--- src/rtl/gcd_sched.sv ---
// Round-robin front end that shares one gcd engine between NREQ requesters.
// Zero-operand requests are answered locally; the engine only sees nonzero pairs.
module gcd_sched #(
    parameter int NREQ = 4,
    parameter int IDW  = $clog2(NREQ)
) (
    input  logic                 clk,
    input  logic                 reset_n,
    input  logic [NREQ-1:0]      req,
    input  logic [NREQ*32-1:0]   a_req,
    input  logic [NREQ*32-1:0]   b_req,
    output logic [NREQ-1:0]      ack,
    output logic [31:0]          rsp_result,
    output logic [IDW-1:0]       rsp_id,
    output logic                 busy,
    output logic                 eng_start,
    output logic [31:0]          eng_a,
    output logic [31:0]          eng_b,
    input  logic [31:0]          eng_result,
    input  logic                 eng_done
);

    typedef enum logic [1:0] {IDLE, ISSUE, WAIT, RESP} state_t;

    state_t         state;
    logic [IDW-1:0] ptr, id, win, ptr_nxt;
    logic [31:0]    res, win_a, win_b;
    logic           found;

    // First requesting index at or after ptr, wrapping modulo NREQ.
    always_comb begin
        win   = ptr;
        found = 1'b0;
        for (int off = 0; off < NREQ; off++) begin
            if (!found && req[(int'(ptr) + off) % NREQ]) begin
                found = 1'b1;
                win   = IDW'((int'(ptr) + off) % NREQ);
            end
        end
    end

    assign win_a   = a_req[int'(win)*32 +: 32];
    assign win_b   = b_req[int'(win)*32 +: 32];
    assign ptr_nxt = (id == IDW'(NREQ-1)) ? '0 : id + 1'b1;

    // Outputs decode from state and registered id/res only.
    assign busy       = (state != IDLE);
    assign eng_start  = (state == ISSUE);
    assign ack        = (state == RESP) ? (NREQ'(1) << id) : '0;
    assign rsp_result = (state == RESP) ? res : '0;
    assign rsp_id     = (state == RESP) ? id  : '0;

    always_ff @(posedge clk or negedge reset_n) begin
        if (!reset_n) begin
            state <= IDLE;
            ptr   <= '0;
            id    <= '0;
            res   <= '0;
            eng_a <= '0;
            eng_b <= '0;
        end else begin
            case (state)
                IDLE: begin
                    if (found) begin
                        id <= win;
                        if (win_a == 32'd0 || win_b == 32'd0) begin
                            res   <= (win_a == 32'd0) ? win_b : win_a;
                            state <= RESP;
                        end else begin
                            eng_a <= win_a;
                            eng_b <= win_b;
                            state <= ISSUE;
                        end
                    end
                end
                ISSUE: state <= WAIT;
                WAIT: begin
                    if (eng_done) begin
                        res   <= eng_result;
                        state <= RESP;
                    end
                end
                RESP: begin
                    ptr   <= ptr_nxt;
                    state <= IDLE;
                end
                default: state <= IDLE;
            endcase
        end
    end

endmodule

--- config.mk ---
export PLATFORM = sky130hd
export DESIGN_NAME = gcd_sched
export DESIGN_NICKNAME = d
export VERILOG_FILES = /design/src/rtl/gcd_sched.sv
export SDC_FILE = /design/constraint.sdc
export NUM_CORES = 1
export LEC_CHECK = 0
export CORE_AREA = 2 2 155 157
export CTS_CLUSTER_DIAMETER = 100
export DETAILED_ROUTE_END_ITERATION = 10
export DIE_AREA = 0 0 157 159
export PLACE_DENSITY = 0.71
export SLEW_MARGIN = 10
export SYNTH_ARGS = -nofsm -noshare
export SYNTH_HDL_FRONTEND = slang
export SYNTH_SLANG_ARGS = --single-unit
--- constraint.sdc ---
create_clock -name clk -period 3.26 [get_ports clk]
set_clock_uncertainty 0.15 [all_clocks]
set_input_delay 0.652 -clock clk [delete_from_list [all_inputs] [get_ports clk]]
set_output_delay 0.652 -clock clk [all_outputs]
set_load 0.02 [all_outputs]
==> Word-level counts from Yosys, hierarchy flattened <==
Cells that the tools add are included.
{ "totals": {"n_memories": 0, "wordCells": 78, "romBits": 0, "output_inout_bits": 104, "latch_bits": 0, "inputBits": 295, "mem_bits_rw": 0, "regBits": 102} }
{ "op_classes": {"n_div": 0, "n_reduce_logical": 19, "n_shift": 3, "multipliers": 0, "bitwise_logic": 4, "n_addsub": 4, "n_eq_ne": 7, "magnitude_cmp": 4, "muxes": 31} }
{ "op_table": {"columns": ["op", "n"], "rows": [
  ["variable part select 128 x 8 -> 32 bit", 2],
  ["two-way mux 32 bit", 5],
  ["zero test 32 bit", 2],
  ["case mux 32 bit (2 select lines)", 1],
  ["two-way mux 2 bit", 8],
  ["less-than comparator 3 x 4 -> 1 bit, second input constant", 3],
  ["two-way mux 1 bit", 11],
  ["binary-select mux 1 bit (select 2 bit)", 4],
  ["case mux 2 bit (4 select lines)", 1],
  ["equality test 2 bit, second input constant", 3],
  ["!= test 2 bit, second input constant", 3],
  ["OR reduction 2 bit", 3],
  ["adder 2 x 1 -> 2 bit, second input constant", 2],
  ["adder 2 bit, second input constant", 2],
  ["two-way mux 4 bit", 1],
  ["AND reduction 2 bit", 2],
  ["AND reduction 4 bit", 1],
  ["nonzero test 2 bit", 2],
  ["<< shifter 1 x 2 -> 4 bit, first input constant", 1],
  ["AND 1 bit, first input constant", 3],
  ["logical AND 1 bit", 3],
  ["zero test 1 bit", 3],
  ["less-than comparator 2 x 3 -> 1 bit, second input constant", 1],
  ["AND reduction 3 bit", 1],
  ["other kinds (4)", 4]
]} }

==> Longest topological paths before layout <==
Gate-level depths: netlist of the first run.
{ "depth": {"depth_word": 20, "depth_mapped": 15, "ltp_nobuf": 10} }

==> Worst setup path after synthesis of the first run <==
Ideal clock, no wire load.
{ "synth_path": {"path_kind": "input to register", "startpoint": "input req[0]", "endpoint": "register eng_b[11]", "t_arrival_ps": 3505, "n_path_buf": 4, "slack_ps": -523, "cell_stages": 14, "setup_time_ps": 128, "required_time_ps": 2982, "cell_sequence": "nor2b_1 > or4_4 > buf_6 > buf_6 > and3_1 > a211oi_1 > o22ai_1 > nor4_2 > nand4_2 > o31ai_4 > or2_1 > buf_6 > buf_8 > mux2_1"} }
{ "synth_via": {"elab_chain_cells": 17, "elab_cells_between_ends": 31, "classes_between": "2 x shift; 18 x mux; 1 x bitwise; 10 x reduce/logical"} }
{ "synth_rtl": {"columns": ["element", "line_no", "rtl"], "rows": [
  ["from (decl)", "9", "input logic [NREQ-1:0] req,"],
  ["binary-select mux 1 bit (select 2 bit)", "35", "if (!found && req[(int'(ptr) + off) % NREQ]) begin"],
  ["two-way mux 1 bit (not written as such)", "35", null],
  ["two-way mux 1 bit", "35", null],
  ["zero test 1 bit", "35", null],
  ["logical AND 1 bit", "35", null],
  ["two-way mux 1 bit", "35", null],
  ["zero test 1 bit", "35", null],
  ["logical AND 1 bit", "35", null],
  ["two-way mux 1 bit", "35", null],
  ["zero test 1 bit", "35", null],
  ["logical AND 1 bit", "35", null],
  ["two-way mux 2 bit", "35", null],
  ["variable part select 128 x 8 -> 32 bit, on equally long branches", "42, 43", null],
  ["zero test 32 bit", "66", "if (win_a == 32'd0 || win_b == 32'd0) begin"],
  ["logical OR 1 bit", "66", null],
  ["inverter 1 bit (no source line)", null, null],
  ["AND reduction 3 bit (no source line)", null, null],
  ["to (signal assigned)", "71", "eng_b <= win_b;"],
  ["to (decl)", "18", "output logic [31:0] eng_b,"]
]} }
Several ways; a longest one is shown, not always the timed one. The select of a mux whose other input is x is not followed.
A chain may end at the register's enable or synchronous reset.

==> Final worst setup path of the first run <==
{ "layout_path": {"startpoint": "input req[0]", "endpoint": "register eng_a[13]"} }
{ "layout_via": {"elab_chain_cells": 17, "elab_cells_between_ends": 31, "classes_between": "2 x shift; 18 x mux; 1 x bitwise; 10 x reduce/logical"} }
{ "layout_rtl": {"columns": ["element", "line_no", "rtl"], "rows": [
  ["binary-select mux 1 bit (select 2 bit)", "35", null],
  ["two-way mux 1 bit (not written as such)", "35", null],
  ["two-way mux 1 bit", "35", null],
  ["zero test 1 bit", "35", null],
  ["logical AND 1 bit", "35", null],
  ["two-way mux 1 bit", "35", null],
  ["zero test 1 bit", "35", null],
  ["logical AND 1 bit", "35", null],
  ["two-way mux 1 bit", "35", null],
  ["zero test 1 bit", "35", null],
  ["logical AND 1 bit", "35", null],
  ["two-way mux 2 bit", "35", null],
  ["variable part select 128 x 8 -> 32 bit, on equally long branches", "42, 43", null],
  ["zero test 32 bit", "66", null],
  ["logical OR 1 bit", "66", null],
  ["inverter 1 bit (no source line)", null, null],
  ["AND reduction 3 bit (no source line)", null, null],
  ["to (signal assigned)", "70", "eng_a <= win_a;"],
  ["to (decl)", "17", "output logic [31:0] eng_a,"]
]} }
Several ways; a longest one is shown, not always the timed one. The select of a mux whose other input is x is not followed.

==> impl_metrics.tcl, run 1 <==
set metrics [dict create \
    start_kind "input pin" \
    crit_fanout 6 \
    holdCritPathClass "input pin to async pin" \
    synth-main-ff-cell "dfrtp_1" \
    numCtsBuffers 9 \
    nNetsFinal 1713 \
    synth-compound-area-share_pct 18.90 \
    dpl_cell_area_um2 13370 \
    antenna_found_initial 3 \
    setup_tns_ns -54.14 \
    synth_edf_count 0 \
    period_share_pct 119.0 \
    htreeDepth 3 \
    grt_pass1_wl_mm 54.94 \
    combPwrFrac_pct 75.6 \
    synth_nets 1141 \
    fin_area_um2 15000 \
    port_buffers 398 \
    hold_viol_final 0 \
    p_per_area_nw_per_um2 996.9 \
    gp_congestion 0.8762 \
    remaining_drc_errors 0 \
    critPathMostFrequentCell "buf_12" \
    max-clock-path-buffers 2 \
    yosys.area.top_type "dfrtp_1" \
    finalSetupViolations 97 \
    grt_max_degree 54 \
    ys_seq_elements 102 \
    grt_overflow_total 0 \
    n_fill_cell 1845 \
    synth_xor_area_share_pct 0 \
    yosysTopAreaCellShare_pct 33.71 \
    internal_power_mw 8.731 \
    rsz0062_at_grt "yes" \
    clockPowerShare_pct 8.4 \
    maxSlewViolCount 0 \
    netlist_top_cells_area "dfrtp_1 (34%), mux2_4 (9.9%), a211oi_1 (6.2%)" \
    multiInputGateArea_um2 5386 \
    met3_usage_pct 6.478 \
    cp.arrival_ns 3.96 \
    clock_latency_ns 0.35 \
    num_rows 56 \
    status "finished, violations left" \
    use_met1_pct 33.33 \
    timing.final.crit_period_ns 3.879 \
    critical-path-slowest-cell "or4_4" \
    seq_power_share_pct 16.0 \
    failed_checks "negative setup slack" \
    max-slew-margin-rel_pct 51.52 \
    vias 9083 \
    tritoncts "built" \
    p_sw_mw 6.222 \
    yosys.area_share.simple_pct 22.50 \
    fp.dieH_um 159 \
    synthTopCellsByCount "dfrtp_1 (102), a21oi_1 (94), nand2_1 (70), nor2_1 (66), and3_1 (65)" \
    synthArstFlopShare_pct 100.0 \
    dp_hpwl_mm 28.32 \
    fin_ws_ns -0.6191 \
    worst_pin_slew_ns 0.7272 \
    p_leak_nw 6.483 \
    io_pins 399 \
    grtUsageTotal_pct 29.46 \
    endpoint_kind "flop" \
    netlist_area_um2 7572 \
    area.growth.synth_to_final_pct 98.08 \
    die_w_um 157 \
    cts_hold_buf 0 \
    ys_warn_count 0 \
    core_um2 23190 \
    synth_fa_ha_area_share_pct 1.487 \
    use_met2_pct 52.73 \
    crit_chain "buf_6 > nor2b_4 > or4_4 > buf_12 > and2_4 > a21oi_1 > a22oi_1 > buf_4 > nor4_2 > buf_4 > nand4_1 > o31ai_4 > or2_4 > buf_12 > buf_12 > mux2_4" \
    synth_top_family_by_area "simple AND/OR/NAND/NOR gates" \
    initial_utilization_pct 32.65 \
    first_iter_violations 560 \
    synth_most_common_cell "dfrtp_1" \
    finalHoldWorstSlack_ns 0.1838 \
    synth.mux.area_fraction_pct 17.32 \
    first_pass_iters 5 \
    clk_pin_slew_ns 0.07 \
    root_buffer "clkbuf_16" \
    worstPathRequired_ns 3.34 \
    grt_pass1_vias 9416 \
    routed_wl_mm 38.66 \
    fmax_mhz 257.8 \
    drv_cap 0 \
    clock_sinks 102 \
    avgRoutedWirePerCell_um 22.30 \
    drt.antenna.violating_nets 0 \
    die_area_um2 24960 \
    layout.area.seq_um2 2552 \
    busiest_layer "met2" \
    syn_avg_cell_area_um2 9.047 \
    p_sw_share_pct 41.61 \
    peakVddDrop_mv 0.4599 \
    postSynthCellCount 837 \
    vias_per_cell 5.238 \
    crit_type "input pin to flop" \
    cp_slowest_stage_delay_ns 0.57 \
    drive_gt1_share_pct 34.54 \
    seq_area_frac_synth_pct 33.71 \
    netlist-cell-type-count 41 \
]
-- worst max-delay path, delay by kind of cell --
| family | cells | cell delay [ns] |
|---|---|---|
| mux | 1 | 0.30 |
| simple gates | 6 | 1.58 |
| compound gates | 3 | 0.51 |
| buf+inv | 6 | 0.90 |
-- worst paths after layout --
check / start / to / slack [ns] / cells past startpoint
min: reset_n / id[0]$_DFFE_PN0P_ / 0.18 / 1
min in group clk: res[29]$_DFFE_PN0P_ / res[29]$_DFFE_PN0P_ / 0.34 / 1
max in group asynchronous: reset_n / eng_b[20]$_DFFE_PN0P_ / 2.01 / 2
min reg2reg: res[29]$_DFFE_PN0P_ / res[29]$_DFFE_PN0P_ / 0.34 / 1
max reg2reg: ptr[1]$_DFFE_PN0P_ / eng_a[13]$_DFFE_PN0P_ / -0.60 / 15
max: req[0] / eng_a[13]$_DFFE_PN0P_ / -0.62 / 16
-- cell type report --
type                    count  area share (%)
repair buffers            632           41.92
multi-input cells         657           35.91
flip-flops and latches    102           17.02
well taps                 319           2.661
clock buffers               9           1.502
clock inverters             6          0.7841
inverters                   7          0.1752
diodes                      2         0.03337
-- layout by cell type (no fill, tap or decap), types with 7 or more instances in the layout --
| master | netlist | layout |
|---|---|---|
| o22ai_1 | 19 | 8 |
| a21oi_1 | 94 | 86 |
| o22ai_2 | 0 | 11 |
| nor2b_1 | 33 | 31 |
| and3_4 | 0 | 12 |
| nand2b_1 | 29 | 29 |
| inv_1 | 7 | 7 |
| a211oi_2 | 1 | 56 |
| clkdlybuf4s50_1 | 0 | 393 |
| buf_12 | 5 | 21 |
| nand2_1 | 70 | 68 |
| a22oi_2 | 0 | 18 |
| clkbuf_16 | 0 | 12 |
| a22oi_1 | 30 | 12 |
| mux2_2 | 36 | 31 |
| buf_6 | 7 | 11 |
| a21oi_2 | 0 | 7 |
| mux2_4 | 50 | 66 |
| and2_1 | 39 | 38 |
| nor2_1 | 66 | 66 |
| buf_4 | 0 | 189 |
| dfrtp_1 | 102 | 102 |
| a211oi_4 | 0 | 7 |
| and3_1 | 65 | 53 |
| ha_1 | 9 | 8 |
-- per-layer routing --
metal / routed length, um / part of all wire (%)
met1: 14500 / 37
met2: 19390 / 50
met3: 2922 / 7.6
met4: 1854 / 4.8
met5: 0 / 0
-- flip-flops by register name (all words and copies together) (netlist names) --
register  cells
res          32
id            2
eng_a        32
eng_b        32
state         2
ptr           2
-- metrics by stage --
| step | worst slack, ns | power [mW] | utilization, % | std cells |
|---|---|---|---|---|
| finish | -0.6191 | 14.95 | 64.67 | 1734 |
| global placement | -1.520 | 11.80 | 57.66 | 1664 |
| global route | -0.7096 | 15.64 | 64.67 | 1734 |
| CTS | -0.5948 | 14.58 | 63.58 | 1724 |
| detailed placement | -1.551 | 11.97 | 57.66 | 1664 |
| floorplan | -0.4392 | 7.562 | - | 837 |
-- kinds of logic after synthesis --
family,count (synthesis)
adders and majority gates,9
buffers and inverters,80
and+or+nand+nor,321
muxes,100
AOI/OAI and AO/OA,225
DFF,102
-- power groups by stage --
stage | logic [mW] | clock network, mW | registers (mW)
floorplan | 4.78 | 0 | 2.78
global placement | 9.43 | 0 | 2.37
detailed placement | 9.59 | 0 | 2.39
CTS | 10.9 | 1.28 | 2.38
global route | 11.8 | 1.33 | 2.46
finish | 11.3 | 1.26 | 2.39
-- timing repair --
| action | in CTS | in global routing |
|---|---|---|
| gates resized for setup | 98 | 48 |
| setup buffers | 33 | 12 |
| pin swaps | 40 | 28 |
| cloned | 14 | 3 |
| setup endpoints to repair | 97 | 97 |
Note: power is estimated with default switching activity, not from simulation.
==> run 2, diff against run 1 <==
--- a/config.mk
+++ b/config.mk
@@ -5,11 +5,11 @@
 export SDC_FILE = /design/constraint.sdc
 export NUM_CORES = 1
 export LEC_CHECK = 0
-export CORE_AREA = 2 2 155 157
+export CORE_AREA = 2 2 153 155
 export CTS_CLUSTER_DIAMETER = 100
 export DETAILED_ROUTE_END_ITERATION = 10
-export DIE_AREA = 0 0 157 159
-export PLACE_DENSITY = 0.71
+export DIE_AREA = 0 0 155 157
+export DONT_BUFFER_PORTS = 1
 export SLEW_MARGIN = 10
 export SYNTH_ARGS = -nofsm -noshare
 export SYNTH_HDL_FRONTEND = slang
==> constraint.sdc (replaced) <==
create_clock -name clk -period 4.35 [get_ports clk]
set_clock_uncertainty 0.15 [all_clocks]
set_input_delay 0.87 -clock clk [delete_from_list [all_inputs] [get_ports clk]]
set_output_delay 0.87 -clock clk [all_outputs]
set_load 0.02 [all_outputs]
==> run 2 against run 1 <==
Compared with the run above:
- the flow now finishes without violations
- clock power down 31%
- non-clock buffer count shrank 524
- cell area decreased by 41%
- total power shrank 46%
- hold slack lost 0.13 ns
- setup slack better by 0.81 ns
- via count decreased by 26%
- die area is 2.5% lower
- global-route usage is 6.2 points lower
==> impl_metrics.tcl, run 2 (synthesized netlist as in run 1, its figures left out) <==
set metrics [dict create \
    die_area_um2 24340 \
    io_pins 399 \
    setup_tns_ns 0 \
    tritoncts "built" \
    path_buf_inv 2 \
    cp_slowest_stage_delay_ns 0.52 \
    combPwrFrac_pct 61.3 \
    worst_pin_slew_ns 0.7337 \
    final_common_cell "dfrtp_1" \
    most-common-layout-cells "dfrtp_1 (102), buf_4 (97), a21oi_1 (94)" \
    n_fill_cell 2248 \
    largestRegisters "eng_a (32), eng_b (32), res (32)" \
    period_share_pct 95.64 \
    crit_type "input pin to flop" \
    clk_pin_slew_ns 0.08 \
    clock_sinks 102 \
    rsz0062_at_grt "no" \
    hold_viol_final 0 \
    grt_max_degree 103 \
    p_per_area_nw_per_um2 914.0 \
    fmax_mhz 240.4 \
    port_buffers 0 \
    grt_pass1_vias 6483 \
    dp_hpwl_mm 23.91 \
    clock_latency_ns 0.35 \
    drive_gt1_share_pct 25.79 \
    p_sw_mw 3.757 \
    initial_utilization_pct 33.65 \
    remaining_drc_errors 0 \
    grtUsageTotal_pct 23.27 \
    internal_power_mw 4.308 \
    crit_chain "nor2b_1 > or4_4 > buf_6 > and3_1 > a211oi_1 > o22ai_1 > nor4_2 > nand4_4 > o31ai_4 > or2_4 > buf_12 > mux2_4" \
    layout.area.seq_um2 2552 \
    holdCritPathClass "input pin to async pin" \
    peakVddDrop_mv 0.3390 \
    p_sw_share_pct 46.59 \
    status "finished clean" \
    seq_power_share_pct 28.0 \
    maxSlewViolCount 0 \
    num_rows 55 \
    final_cell_count_no_fill 1174 \
    antenna_found_initial 1 \
    fin_ws_ns 0.1898 \
    fp.dieH_um 157 \
    dpl_cell_area_um2 8479 \
    vias_per_cell 5.716 \
    first_iter_violations 472 \
    critical-path-slowest-cell "or4_4" \
    drt.antenna.violating_nets 0 \
    p_leak_nw 3.903 \
    core_um2 22500 \
    fin_area_um2 8823 \
    timing.final.crit_period_ns 4.160 \
    die_w_um 155 \
    cts_setup_buffers 0 \
    cpLargestDelayFamily "simple AND/OR/NAND/NOR gates" \
    crit_fanout 65 \
    worstPathRequired_ns 4.44 \
    start_kind "input pin" \
    clockPowerShare_pct 10.7 \
    htreeDepth 3 \
    grt_pass1_wl_mm 41.06 \
    numPlacedInstances 1157 \
    place_ws_ns -0.4490 \
    routed_wl_mm 30.02 \
    vias 6711 \
    avgRoutedWirePerCell_um 25.57 \
    finalSetupViolations 0 \
    max-slew-margin-rel_pct 51.09 \
    drv_cap 0 \
    multiInputGateArea_um2 4638 \
    nNetsFinal 1187 \
    grt_overflow_total 0 \
    numCtsBuffers 9 \
    max-clock-path-buffers 2 \
    root_buffer "clkbuf_16" \
    endpoint_kind "flop" \
    first_pass_iters 5 \
    cts_hold_buf 0 \
    gp_congestion 0.9128 \
    cp.arrival_ns 4.25 \
    area.growth.synth_to_final_pct 16.52 \
]
run 2: power groups by stage:
| stage | Combinational, mW | Sequential, mW | Clock (mW) |
|---|---|---|---|
| after CTS | 4.95 | 2.26 | 0.883 |
| after global routing | 5.33 | 2.29 | 0.918 |
| after global placement | 4.85 | 2.27 | 0 |
| final | 4.94 | 2.26 | 0.865 |
| after detailed placement | 4.93 | 2.28 | 0 |
| after floorplan | 3.33 | 2.08 | 0 |
run 2: path summary, 6_finish.rpt:
check	from	end	slack (ns)	cells past startpoint
max	req[0]	eng_a[6]$_DFFE_PN0P_	0.19	12
max reg2reg	ptr[1]$_DFFE_PN0P_	eng_a[6]$_DFFE_PN0P_	0.23	12
max in group asynchronous	reset_n	eng_a[8]$_DFFE_PN0P_	3.72	0
min in group clk	res[5]$_DFFE_PN0P_	res[5]$_DFFE_PN0P_	0.34	1
min	reset_n	ptr[1]$_DFFE_PN0P_	0.05	0
min reg2reg	res[5]$_DFFE_PN0P_	res[5]$_DFFE_PN0P_	0.34	1
run 2: layout make-up:
| type | count | area share, % |
|---|---|---|
| clock inverter | 6 | 0.7799 |
| multi-input combinational | 655 | 52.57 |
| sequential | 102 | 28.93 |
| antenna | 1 | 0.02836 |
| inverter | 7 | 0.2978 |
| timing repair buffer | 108 | 10.65 |
| clock buffer | 10 | 2.708 |
| tap | 285 | 4.041 |
run 2: per-layer routing:
| metal | part of all wire [%] | GRT usage [%] | vias up | wire length (um) |
|---|---|---|---|---|
| li1 | - | - | 3098 | - |
| met1 | 41 | 28.71 | 3201 | 12280 |
| met2 | 50 | 41.99 | 365 | 15060 |
| met3 | 6.3 | 3.579 | 47 | 1904 |
| met4 | 2.6 | 6.834 | 0 | 780 |
| met5 | 0 | 0 | - | 0 |
run 2: repair_timing:
item / CTS / global route
endpoints found under the setup margin: 68 / 94
pin swaps: 0 / 1
resized for setup: 2 / 4
endpoints found under the hold margin: 0 / 0
run 2: through the flow:
stage	power, mW	hold WS (ns)	util [%]
finish	8.065	0.05402	39.21
global route	8.545	0.03672	39.21
CTS	8.095	0.03902	39.10
detailed placement	7.210	0.3275	37.68
global placement	7.126	0.3197	37.68
floorplan	5.407	0.3064	-
